## src/rtl/sat_counter.sv

```systemverilog
// Statistics counter with synchronous clear (clear wins over increment) and optional saturation.
module sat_counter #(
    parameter int unsigned W = 8
) (
    input  logic         clk,
    input  logic         rst,
    input  logic         clr,
    input  logic         inc,
    input  logic         sat,
    output logic [W-1:0] count
);

    logic [W-1:0] count_q, count_d;

    always_comb begin
        count_d = count_q;
        if (clr) begin
            count_d = '0;
        end else if (inc && !(sat && (&count_q))) begin
            count_d = count_q + 1'b1;
        end
    end

    always_ff @(posedge clk) begin
        if (rst) begin
            count_q <= '0;
        end else begin
            count_q <= count_d;
        end
    end

    assign count = count_q;

endmodule

```

## config.mk

```make
export PLATFORM = sky130hd
export DESIGN_NAME = sat_counter
export DESIGN_NICKNAME = d
export VERILOG_FILES = /design/src/rtl/sat_counter.sv
export SDC_FILE = /design/constraint.sdc
export NUM_CORES = 1
export LEC_CHECK = 0
export CORE_AREA = 2 2 39 41
export DETAILED_ROUTE_END_ITERATION = 10
export DIE_AREA = 0 0 41 43
export HOLD_SLACK_MARGIN = 0.06
export SLEW_MARGIN = 20
export SYNTH_ARGS = -nofsm -noshare
export SYNTH_HDL_FRONTEND = slang
export SYNTH_SLANG_ARGS = --single-unit
```

## constraint.sdc

```tcl
create_clock -name clk -period 1.32 [get_ports clk]
set_clock_uncertainty 0.2 [all_clocks]
set_input_delay 0.132 -clock clk [delete_from_list [all_inputs] [get_ports clk]]
set_output_delay 0.132 -clock clk [all_outputs]
set_load 0.01 [all_outputs]
```

==> results.toml <==
[run_status]
status = "finished, violations left"
violations = "setup timing"

[flow_run]
drv_cap = 0

[pwr]
p_total_mw = 0.5032
vdd_drop_max_mv = 0.5123
p_per_area_nw_per_um2 = 715.6
p_int_mw = 0.3862
p_comb_share_pct = 9.2
clock_power_share_pct = 42.3
p_switching_mw = 0.1169
switching_share_pct = 23.24
seqPwrFrac_pct = 48.4
p_leak_nw = 0.3103

[place]
dpl.cell_count = 86
pre_cts_ws_ns = -0.2495
io_buffer_count = 12
place_congestion = 0.7715
dp_hpwl_um = 821.4

[clocking]
cts_made_buffers = 3
cts_buffer_depth = 2
cts_sinks = 8
clk_root_buffer_cell = "clkbuf_4"
clk_pin_slew_ns = 0.06
cts_setup_buffers = 0
cts_tree = "yes"
htree_levels = 1
worstSkewPairLatency_ns = 0.26
hold_buffers = 0

[critical_path]
critical_path_class = "reg2reg"
critPathLaunch = "count[0]"
timing.rr.start = "count[0]"
critPathBufInv = 0
path_delay_family = "flip-flops"
worst_path_max_delay_cell = "dfxtp_4"
critical_path_peak_fanout = 6
crit_required_ns = 1.30
critical-path-max-stage-delay_ns = 0.36
crit_chain = "ha_4 -> and4_4 -> a21boi_4 -> mux2i_1"
end_kind = "flop"
cp-start-kind = "flop"
cp.arrival_ns = 1.37

[sta]
post-route-period-util_pct = 105.5
hold_viol_final = 0
worst_pin_slew_ns = 0.2018
clock.fmax_mhz = 718.2
slew_headroom_pct = 86.35
setup_ws_ns = -0.07240
holdWs_ns = 0.3602
slew_violations = 0
rsz0062_at_grt = "true"
setup_viol = 5
min_period_ns = 1.392

[finish]
final_common_cell = "buf_4"
nets = 81
drive_above_1_share_pct = 41.89
syn_to_final_growth_pct = 64.33
finish.cell_count_without_fillers = 90
largest_reg_flops = 8
layout_common_cells = "13 x buf_4, 6 x dlygate4sd2_1, 5 x nand2_1, 5 x dfxtp_1"
antenna_cells = 0

[route]
finalWirelength_mm = 1.099
drt-vias-per-instance = 5.156
routedWlPerCell_um = 12.21
ant_nets = 0
vias = 464
drc = 0
dr.pass1.iters = 2
dr.first_iter.drc_count = 3

[synth]
ys_seq_area_share_pct = 37.43
ys_warn_count = 0
syn_nets = 52
avgSynthCellArea_sq_um = 9.302
synth_area_leaders = "dfxtp_1 37%, a21oi_1 4.7%, mux2i_1 4.7%"
synth_top_area_cell = "dfxtp_1"
synthCells = 46
ys_seq_elements = 8
syn_area_sq_um = 427.9
ys_types = 26
synth_top_area_share_pct = 37.43

[global_routing]
grt_pass1_wl_mm = 1.787
grt_start_max_net_pins = 8
grt_usage_pct = 15.06
grt_antenna_before_repair = 0
grt_pass1_vias = 444
grt_overflow = 0

[floorplanning]
dieArea_sq_um = 1763
die_y_um = 43
die_w_um = 41
core_sq_um = 1384
rows = 14
initial_core_util_pct = 30.92
ios = 13

[min_path]
hp-class = "in2reg"
hold_start = "rst"
worst reg2reg max path: cells and delay by family, from the launching register on:
kind	cells	cell delay [ns]
and+or+nand+nor	1	0.22
DFF	1	0.36
AOI/OAI and AO/OA	1	0.16
adders and majority gates	1	0.16
muxes	1	0.21
Yosys cell counts:
library cell / instances
a211oi_1: 1
a211oi_2: 1
a21boi_2: 1
a21oi_1: 4
a21oi_2: 1
a311oi_2: 1
a31oi_1: 2
a41oi_1: 1
and2_1: 1
and3_1: 2
and4_1: 2
buf_6: 1
dfxtp_1: 8
ha_1: 1
mux2i_1: 2
nand2_1: 5
nand3_1: 1
nand4_1: 1
nand4b_1: 1
nor2_1: 1
nor2b_1: 1
nor3_1: 2
nor4bb_1: 1
o21ai_0: 2
or2_2: 1
or3_1: 1
layout make-up:
type,count,area [sq um]
clock buffers,4,26.28
fillers,139,680.7
multi-input cells,37,287.8
flip-flops and latches,8,168.9
well taps,16,20.02
repair buffers,25,200.2
power by group through the flow:
stage / combinational, mW / clock [mW] / sequential (mW)
after CTS: 0.0479 / 0.218 / 0.244
after detailed placement: 0.0468 / 0 / 0.250
after floorplan: 0.0131 / 0 / 0.252
final: 0.0465 / 0.213 / 0.244
after global placement: 0.0462 / 0 / 0.250
after global routing: 0.0511 / 0.227 / 0.244
metal layers:
layer	GRT usage (%)	up-vias	wire length, um
met5	0	-	0
met4	7.333	0	27
met3	6.283	4	53
met2	23.13	13	519
met1	17.04	210	498
li1	-	237	-
cells by family (layout without fill, tap and decap cells):
family	after synthesis	after routing	share of synthesized area, %
flops	8	8	37.43
fa+ha+maj	1	1	2.924
simple gates	20	20	27.49
buf+inv	1	29	2.631
compound gates	14	14	24.85
mux	2	2	4.679
worst paths after layout:
path	to	slack [ns]	cells past startpoint
worst max-delay path	count[1]	-0.07	4
worst min-delay path	count[0]	0.36	3
worst max register to register	count[1]	-0.07	4
worst min register to register	count[2]	0.37	2
metrics by stage:
step           instance area, sq um  TNS (ns)  utilization, %
3_3_place_gp                  675.6    -1.191           48.82
3_5_place_dp                  675.6    -1.302           48.82
4_1_cts                       706.9   -0.2386           51.09
6_report                      703.2   -0.2482           50.81
2_1_floorplan                 449.2  -0.05597               -
5_1_grt                       703.2   -0.5236           50.81
timing repair:
| action | CTS | global route |
|---|---|---|
| resized for setup | 14 | 5 |
| setup endpoints to repair | 14 | 8 |
| pin swaps | 1 | 0 |
(Power assumes the default switching activity.)
